File: src/rtl/iris_argmax_classifier_if.sv
// Bundles the three output-neuron results and the classifier result bus.
// The master side drives results and Readys; the slave side is the classifier.
interface iris_argmax_classifier_if #(
    parameter int DATA_WIDTH = 8
);
    logic                         En;
    logic signed [DATA_WIDTH-1:0] Y1;
    logic signed [DATA_WIDTH-1:0] Y2;
    logic signed [DATA_WIDTH-1:0] Y3;
    logic                         Ready1;
    logic                         Ready2;
    logic                         Ready3;
    logic [1:0]                   Class;
    logic signed [DATA_WIDTH-1:0] Max_Val;
    logic                         Valid;
    logic                         Busy;

    modport master (
        output En, Y1, Y2, Y3, Ready1, Ready2, Ready3,
        input  Class, Max_Val, Valid, Busy
    );

    modport slave (
        input  En, Y1, Y2, Y3, Ready1, Ready2, Ready3,
        output Class, Max_Val, Valid, Busy
    );
endinterface

File: src/rtl/iris_argmax_classifier.sv
// Collects the three Iris output-neuron results, then runs a sequential signed
// argmax (one class per cycle) and publishes the winner with a one-cycle Valid.
module iris_argmax_classifier #(
    parameter int DATA_WIDTH = 8
) (
    input  logic                      clk,
    input  logic                      rst,
    iris_argmax_classifier_if.slave   bus
);

    typedef enum logic [1:0] {
        WAIT    = 2'd0,
        INIT    = 2'd1,
        COMPARE = 2'd2,
        DONE    = 2'd3
    } state_t;

    state_t                       r_state;
    state_t                       w_stateNext;

    logic [2:0]                   r_flags;
    logic signed [DATA_WIDTH-1:0] r_y1;
    logic signed [DATA_WIDTH-1:0] r_y2;
    logic signed [DATA_WIDTH-1:0] r_y3;
    logic signed [DATA_WIDTH-1:0] r_best;
    logic [1:0]                   r_bestIdx;
    logic [1:0]                   r_cnt;
    logic [1:0]                   r_class;
    logic signed [DATA_WIDTH-1:0] r_maxVal;
    logic                         r_valid;

    logic                         w_allFlags;
    logic signed [DATA_WIDTH-1:0] w_candidate;
    logic                         w_candBetter;

    assign w_allFlags   = &r_flags;
    assign w_candidate  = (r_cnt == 2'd1) ? r_y2 : r_y3;
    // Strict compare so that ties resolve to the lower class index.
    assign w_candBetter = (w_candidate > r_best);

    always_ff @(posedge clk) begin
        if (!rst) begin
            r_state <= WAIT;
        end else if (bus.En) begin
            r_state <= w_stateNext;
        end
    end

    always_comb begin
        w_stateNext = r_state;
        case (r_state)
            WAIT:    if (w_allFlags) w_stateNext = INIT;
            INIT:    w_stateNext = COMPARE;
            COMPARE: if (r_cnt == 2'd2) w_stateNext = DONE;
            DONE:    w_stateNext = WAIT;
            default: w_stateNext = WAIT;
        endcase
    end

    always_ff @(posedge clk) begin
        if (!rst) begin
            r_flags   <= 3'b000;
            r_y1      <= '0;
            r_y2      <= '0;
            r_y3      <= '0;
            r_best    <= '0;
            r_bestIdx <= 2'd0;
            r_cnt     <= 2'd0;
            r_class   <= 2'd0;
            r_maxVal  <= '0;
        end else if (bus.En) begin
            case (r_state)
                WAIT: begin
                    // A repeated Ready simply overwrites the earlier capture.
                    if (bus.Ready1) begin
                        r_y1       <= bus.Y1;
                        r_flags[0] <= 1'b1;
                    end
                    if (bus.Ready2) begin
                        r_y2       <= bus.Y2;
                        r_flags[1] <= 1'b1;
                    end
                    if (bus.Ready3) begin
                        r_y3       <= bus.Y3;
                        r_flags[2] <= 1'b1;
                    end
                end
                INIT: begin
                    r_best    <= r_y1;
                    r_bestIdx <= 2'd0;
                    r_cnt     <= 2'd1;
                end
                COMPARE: begin
                    if (w_candBetter) begin
                        r_best    <= w_candidate;
                        r_bestIdx <= r_cnt;
                    end
                    r_cnt <= r_cnt + 2'd1;
                end
                DONE: begin
                    r_class  <= r_bestIdx;
                    r_maxVal <= r_best;
                    r_flags  <= 3'b000;
                end
                default: begin
                    r_flags <= 3'b000;
                end
            endcase
        end
    end

    always_ff @(posedge clk) begin
        if (!rst) begin
            r_valid <= 1'b0;
        end else begin
            r_valid <= bus.En && (r_state == DONE);
        end
    end

    assign bus.Class   = r_class;
    assign bus.Max_Val = r_maxVal;
    assign bus.Valid   = r_valid;
    assign bus.Busy    = (r_state != WAIT);

endmodule

File: src/flat_wrapper.sv
// flat-port wrapper written by rule: the top's interface ports become plain ports
module iris_argmax_classifier_flat 
#(
    parameter int DATA_WIDTH = 8
)
  (clk, rst, bus_En, bus_Y1, bus_Y2, bus_Y3, bus_Ready1, bus_Ready2, bus_Ready3, bus_Class, bus_Max_Val, bus_Valid, bus_Busy);
  iris_argmax_classifier_if #(.DATA_WIDTH(DATA_WIDTH)) bus_i ();
  input  logic clk;
  input  logic rst;
  input wire logic [$bits(bus_i.En)-1:0] bus_En;
  input wire logic [$bits(bus_i.Y1)-1:0] bus_Y1;
  input wire logic [$bits(bus_i.Y2)-1:0] bus_Y2;
  input wire logic [$bits(bus_i.Y3)-1:0] bus_Y3;
  input wire logic [$bits(bus_i.Ready1)-1:0] bus_Ready1;
  input wire logic [$bits(bus_i.Ready2)-1:0] bus_Ready2;
  input wire logic [$bits(bus_i.Ready3)-1:0] bus_Ready3;
  output wire logic [$bits(bus_i.Class)-1:0] bus_Class;
  output wire logic [$bits(bus_i.Max_Val)-1:0] bus_Max_Val;
  output wire logic [$bits(bus_i.Valid)-1:0] bus_Valid;
  output wire logic [$bits(bus_i.Busy)-1:0] bus_Busy;
  assign bus_i.En = bus_En;
  assign bus_i.Y1 = bus_Y1;
  assign bus_i.Y2 = bus_Y2;
  assign bus_i.Y3 = bus_Y3;
  assign bus_i.Ready1 = bus_Ready1;
  assign bus_i.Ready2 = bus_Ready2;
  assign bus_i.Ready3 = bus_Ready3;
  assign bus_Class = bus_i.Class;
  assign bus_Max_Val = bus_i.Max_Val;
  assign bus_Valid = bus_i.Valid;
  assign bus_Busy = bus_i.Busy;
  iris_argmax_classifier #(.DATA_WIDTH(DATA_WIDTH)) u_core (.clk(clk), .rst(rst), .bus(bus_i));
endmodule
File: config.mk
export PLATFORM = sky130hd
export DESIGN_NAME = iris_argmax_classifier_flat
export DESIGN_NICKNAME = d
export VERILOG_FILES = /design/src/rtl/iris_argmax_classifier_if.sv /design/src/rtl/iris_argmax_classifier.sv /design/src/flat_wrapper.sv
export SDC_FILE = /design/constraint.sdc
export NUM_CORES = 1
export LEC_CHECK = 0
export CAP_MARGIN = 5
export CORE_UTILIZATION = 53
export CTS_CLUSTER_SIZE = 28
export DETAILED_ROUTE_END_ITERATION = 16
export GPL_TIMING_DRIVEN = 0
export MAX_ROUTING_LAYER = met4
export PLACE_DENSITY = 0.83
export SLEW_MARGIN = 10
export SYNTH_ARGS = -nofsm -noshare
export SYNTH_HDL_FRONTEND = slang
export SYNTH_SLANG_ARGS = --single-unit
File: constraint.sdc
create_clock -name clk -period 4.1 [get_ports clk]
set_clock_uncertainty 0.05 [all_clocks]
set_input_delay 0.82 -clock clk [delete_from_list [all_inputs] [get_ports clk]]
set_output_delay 0.82 -clock clk [all_outputs]
set_load 0.05 [all_outputs]
==> impl_metrics.ini, run 1 <==
[power]
total_power_mw = 0.992
p_leak_nw = 1.21
p_per_area_mw_per_mm2 = 310
irDropWorstVdd_uv = 209

[clock_tree]
cts_setup_buffers = 0
cts_tree = built
htree_levels = 2
numCtsBuffers = 5
ctsHoldBuffers = 0
clk_latency_ns = 0.30
root_buffer = clkbuf_8
clk_pin_slew_ns = 0.09
clock_sinks = 52
cts_resized = 0
clk_path_buf_depth = 2

[timing]
finalSetupViolations = 0
rsz0062_at_grt = no
worst_slew_pin_slew_ns = 0.677
fin_crit_ns = 3.28
slew_violations = 0
fin_setup_tns_ns = 0
hold_viol = 0
period_share = 0.800
clock.fmax_mhz = 305
slew_headroom = 0.549

[die]
core_area_mm2 = 0.00475
initial_core_util = 0.552
dieArea_mm2 = 0.00523
die_h_um = 72.3
io_pins = 42
fp.dieW_um = 72.3
rows = 25

[detailed_routing]
vias_per_cell = 5.32
drtPass1Iterations = 4
num_vias = 2234
ant_nets = 0
avgRoutedWirePerCell_um = 13.5
drc = 0
drtIter0Drc = 89
drt_wl_total_mm = 5.66

[worst_setup_path]
reg2regPathDepth = 9
rrSetupSlack_ns = 0.82
r2r-start = u_core.r_cnt[0]$_SDFFE_PN0P_
crit_path_start_kind = flip-flop
crit_arrival_ns = 3.42
crit_path_start = u_core.r_cnt[0]$_SDFFE_PN0P_
r2r-end = u_core.r_best[0]$_SDFFE_PN0P_
endpoint = u_core.r_best[0]$_SDFFE_PN0P_
crit_path_max_fanout = 8
crit_type = flip-flop to flip-flop
crit_required_ns = 4.24
endpoint_kind = flip-flop

[cells_and_area]
area_growth_pct = 22.2
final_cell_mix = 75 x nand2_1, 52 x dfxtp_1, 39 x clkdlybuf4s50_1
stdcell_area_mm2 = 0.00320
layout-drive-gt1-share = 0.0708
num-fill-cells = 428
layout_commonest_cell = nand2_1
final_util = 0.674
fin_nets = 396
diodes = 0

[placed_design]
portBuffers = 39
placed_cell_area_mm2 = 0.00310
dpl.hpwl_mm = 4.43
gp_congestion = 0.908

[global_routing]
grt_max_degree = 16
track_usage = 0.246
grt_pass1_wl_mm = 9.82
grt.overflow.total = 0
grt_pass1_vias = 2161
antenna_found_initial = 0

[logic_synthesis]
syn-num-nets = 350
synthCells = 306
yosys_warnings = 0
syn_area_per_cell_um2 = 8.57
seq_area_frac_synth = 0.397
synth_cell_type_count = 36
ys_seq_elements = 52
netlist_area_mm2 = 0.00262

[job]
cap_viol_max_count = 0

[worst_hold_path]
hold_class = flip-flop to flip-flop

[status]
outcome = finished, final reports clean
## cell usage after synthesis
cell type / n / area share
a21boi_0: 36 / 0.10
a21o_1: 7 / 0.020
a21o_2: 2 / 0.0067
a21oi_1: 3 / 0.0057
a221o_1: 2 / 0.0076
a221oi_2: 1 / 0.0057
a22o_2: 2 / 0.0076
a31o_2: 1 / 0.0033
and2_1: 4 / 0.0095
and2b_2: 1 / 0.0033
and3_1: 5 / 0.012
and3b_1: 1 / 0.0033
and4_1: 2 / 0.0067
buf_2: 1 / 0.0019
buf_6: 1 / 0.0043
clkbuf_1: 16 / 0.023
dfxtp_1: 52 / 0.40
ha_1: 14 / 0.067
inv_1: 14 / 0.020
inv_4: 1 / 0.0024
mux2_2: 7 / 0.030
mux2i_1: 9 / 0.034
nand2_1: 75 / 0.11
nand2b_1: 1 / 0.0024
nand3_1: 13 / 0.025
nand4_1: 1 / 0.0024
nor2_1: 4 / 0.0057
nor2b_1: 3 / 0.0072
o2111a_1: 1 / 0.0043
o2111ai_4: 1 / 0.010
o211a_1: 1 / 0.0038
o21ai_0: 14 / 0.027
o21ai_1: 1 / 0.0019
o2bb2ai_1: 7 / 0.023
or3_1: 1 / 0.0024
or3b_1: 1 / 0.0033
## flip-flops by register name, summed over array words and instances, names as in the netlist, 3 cells and up
name,count
u_core.r_flags,3
u_core.r_best,8
u_core.r_y3,8
u_core.r_y1,8
u_core.bus.Max_Val,8
u_core.r_y2,8
## worst max-delay path, cell delays in order (launching register included)
cell and delay (ns):
dfxtp_1 0.40, ha_1 0.18, clkbuf_1 0.40, mux2_2 0.42
ha_1 0.32, or3b_1 0.34, a221o_1 0.33, o2111ai_4 0.37
inv_4 0.06, a221o_1 0.29
## kinds of logic (layout without fill, tap and decap cells)
group	Yosys count	count (layout)	synth area share
adders and majority gates	14	14	0.0668
muxes	16	16	0.0644
and+or+nand+nor	112	112	0.190
AOI/OAI and AO/OA	79	79	0.230
DFF	52	52	0.397
buffers and inverters	33	80	0.0515
## area by class of cell
type | instances | area [um2] | share of cell area
inverter | 15 | 58.8 | 0.0184
sequential | 52 | 1040 | 0.325
clock inverter | 2 | 35.0 | 0.0109
tap | 67 | 83.8 | 0.0262
timing repair buffer | 39 | 390 | 0.122
buffer | 18 | 76.3 | 0.0238
clock buffer | 6 | 72.6 | 0.0226
multi-input combinational | 221 | 1450 | 0.451
## metrics by stage
step | setup slack (ns) | hold slack, ns | cells
finish | 0.820 | 0.413 | 420
global route | 0.668 | 0.443 | 420
CTS | 0.816 | 0.420 | 420
detailed placement | 0.834 | 0.408 | 412
global placement | 0.874 | 0.399 | 412
floorplan | 1.19 | 0.390 | 306
## metal layers
metal | share of wire | GRT usage | vias to the layer above
met1 | 0.47 | 0.300 | 1057
li1 | - | - | 1143
met4 | 0.0099 | 0.0523 | 0
met2 | 0.50 | 0.424 | 26
met5 | 0 | - | -
met3 | 0.025 | 0.0458 | 8
## power by group
group	internal, mW	total [mW]	leakage (nW)	switching [mW]
Clock	0.181	0.341	0.0552	0.160
Sequential	0.520	0.530	0.423	0.00979
Combinational	0.0609	0.121	0.730	0.0603
## worst min path at each step
stage	startpoint	to	slack (ns)	cells past startpoint
detailed placement	u_core.bus.Max_Val[5]$_SDFFE_PN0P_	u_core.bus.Max_Val[5]$_SDFFE_PN0P_	0.41	2
global placement	u_core.r_y3[4]$_SDFFE_PN0P_	u_core.r_y3[4]$_SDFFE_PN0P_	0.40	2
floorplan	u_core.r_y2[1]$_SDFFE_PN0P_	u_core.r_y2[1]$_SDFFE_PN0P_	0.39	2
CTS	u_core.bus.Max_Val[5]$_SDFFE_PN0P_	u_core.bus.Max_Val[5]$_SDFFE_PN0P_	0.42	2
finish	u_core.bus.Max_Val[5]$_SDFFE_PN0P_	u_core.bus.Max_Val[5]$_SDFFE_PN0P_	0.41	2
global route	u_core.bus.Max_Val[1]$_SDFFE_PN0P_	u_core.bus.Max_Val[1]$_SDFFE_PN0P_	0.44	2
Note: power is estimated with default switching activity, not from simulation.
==> run 2: changes to the inputs <==
clock period = 3.1 ns   (was 4.1 ns; I/O delays follow)
==> run 2 against run 1 <==
Critical path type unchanged; largest cell class unchanged; hold slack barely moved; setup slack worse by 0.67 ns; die area unchanged; utilization rose by 0.18 points; final area rose by 0.27%; routed wire length is 1.1% higher; largest power group unchanged; combinational power rose by 33%; sequential share of layout area is 0.089 points lower.
==> impl_metrics.ini, run 2 (synthesis results as in run 1) <==
[status]
outcome = finished, final reports clean

[cells_and_area]
diodes = 0
fin_nets = 395
area_growth_pct = 22.5
final_util = 0.676
layout-drive-gt1-share = 0.0739
final_cells = 419
layout_commonest_cell = nand2_1
num-fill-cells = 427
final_cell_mix = 75 x nand2_1, 52 x dfxtp_1, 39 x clkdlybuf4s50_1

[worst_hold_path]
hold_start = u_core.bus.Max_Val[5]$_SDFFE_PN0P_
hold_depth = 2
hold_class = flip-flop to flip-flop
min_to = u_core.bus.Max_Val[5]$_SDFFE_PN0P_

[die]
fp.dieW_um = 72.3
io_pins = 42
rows = 25
initial_core_util = 0.552
core_area_mm2 = 0.00475
die_h_um = 72.3
dieArea_mm2 = 0.00523

[detailed_routing]
ant_nets = 0
avgRoutedWirePerCell_um = 13.7
drt_wl_total_mm = 5.73
drc = 0
vias_per_cell = 5.36
drtIter0Drc = 97
num_vias = 2244
drtPass1Iterations = 4

[worst_setup_path]
crit_path_start_kind = flip-flop
r2r-end = u_core.r_best[0]$_SDFFE_PN0P_
rrSetupSlack_ns = 0.15
reg2regPathDepth = 9
crit_arrival_ns = 3.09
r2r-start = u_core.r_cnt[0]$_SDFFE_PN0P_
crit_type = flip-flop to flip-flop
crit_required_ns = 3.24
crit_path_max_fanout = 8
endpoint_kind = flip-flop

[placed_design]
gp_congestion = 0.908
placed_cells = 412
dpl.hpwl_mm = 4.43
portBuffers = 39

[timing]
rsz0062_at_grt = no
finalSetupViolations = 0
slew_violations = 0
period_share = 0.952
slew_headroom = 0.550
clock.fmax_mhz = 339
fin_setup_tns_ns = 0
hold_viol = 0
worst_slew_pin_slew_ns = 0.675
fin_crit_ns = 2.95

[clock_tree]
clk_latency_ns = 0.30
htree_levels = 2
numCtsBuffers = 5
clock_sinks = 52
cts_setup_buffers = 0
clk_path_buf_depth = 2
clk_pin_slew_ns = 0.08
cts_tree = built
root_buffer = clkbuf_8

[global_routing]
grt_pass1_wl_mm = 9.80
track_usage = 0.246
grt.overflow.total = 0
grt_pass1_vias = 2156
grt_max_degree = 16
antenna_found_initial = 0

[power]
switching_share = 0.232
power_frac_comb = 0.123
p_leak_nw = 1.21
clkPwrFrac = 0.344
irDropWorstVdd_uv = 276
total_power_mw = 1.31
seq_power_share = 0.533
net-switching-power_mw = 0.305
internal_power_mw = 1.01
p_per_area_mw_per_mm2 = 409

[job]
cap_viol_max_count = 0
## run 2: changes by cell type in the layout (fill, tap and decap cells not counted), sizes merged
cell / before / now
clkbuf: 22 / 21
## run 2: worst max-delay path by stage
stage / endpoint / start / slack (ns)
after floorplan: u_core.r_best[0]$_SDFFE_PN0P_ / u_core.r_cnt[0]$_SDFFE_PN0P_ / 0.19
after global placement: u_core.r_best[0]$_SDFFE_PN0P_ / u_core.r_cnt[0]$_SDFFE_PN0P_ / -0.13
after detailed placement: u_core.r_best[0]$_SDFFE_PN0P_ / u_core.r_cnt[0]$_SDFFE_PN0P_ / -0.17
after CTS: u_core.r_best[0]$_SDFFE_PN0P_ / u_core.r_cnt[0]$_SDFFE_PN0P_ / 0.08
after global routing: u_core.r_best[0]$_SDFFE_PN0P_ / u_core.r_cnt[0]$_SDFFE_PN0P_ / 0.03
final: u_core.r_best[0]$_SDFFE_PN0P_ / u_core.r_cnt[0]$_SDFFE_PN0P_ / 0.15
## run 2: layer usage
metal / up-vias / wire [um] / GRT usage / share of wire
met3: 8 / 152 / 0.0458 / 0.027
met2: 30 / 2900 / 0.423 / 0.51
met1: 1065 / 2620 / 0.300 / 0.46
met4: 0 / 52 / 0.0545 / 0.0091
met5: - / 0 / - / 0
li1: 1141 / - / - / -
## run 2: stage by stage
step | setup slack (ns) | hold slack [ns] | cell area, um2
2_1_floorplan | 0.194 | 0.390 | 2620
3_3_place_gp | -0.126 | 0.399 | 3100
3_5_place_dp | -0.166 | 0.408 | 3100
4_1_cts | 0.0788 | 0.420 | 3200
5_1_grt | 0.0333 | 0.443 | 3210
6_report | 0.148 | 0.413 | 3210
## run 2: final cells by class
| cell class | count | area, um2 | share of cell area |
|---|---|---|---|
| well taps | 67 | 83.8 | 0.0261 |
| multi-input cells | 221 | 1460 | 0.454 |
| clock buffers | 6 | 72.6 | 0.0226 |
| flip-flops and latches | 52 | 1040 | 0.324 |
| plain buffers | 17 | 72.6 | 0.0226 |
| inverters | 15 | 58.8 | 0.0183 |
| repair buffers | 39 | 390 | 0.121 |
| clock inverters | 2 | 35.0 | 0.0109 |
## run 2: timing repair
action | 4_1_cts | 5_1_grt
pin swaps | 0 | 0
hold buffers | 0 | 0
gates resized for setup | 1 | 1
endpoints found under the setup margin | 10 | 2
## run 2: power by group through the flow
| stage | registers (mW) | logic [mW] | clock network, mW |
|---|---|---|---|
| after floorplan | 0.712 | 0.0980 | 0 |
| after global placement | 0.715 | 0.158 | 0 |
| after detailed placement | 0.716 | 0.160 | 0 |
| after CTS | 0.700 | 0.161 | 0.461 |
| after global routing | 0.703 | 0.180 | 0.488 |
| final | 0.701 | 0.161 | 0.452 |
## run 2: worst max-delay path, cell delays in order (launching register included)
cell	delay, ns
dfxtp_1	0.45
ha_4	0.25
mux2_2	0.39
ha_1	0.32
and4_1	0.21
a221oi_2	0.34
o21ai_1	0.16
and3_1	0.20
buf_6	0.13
a221o_1	0.33
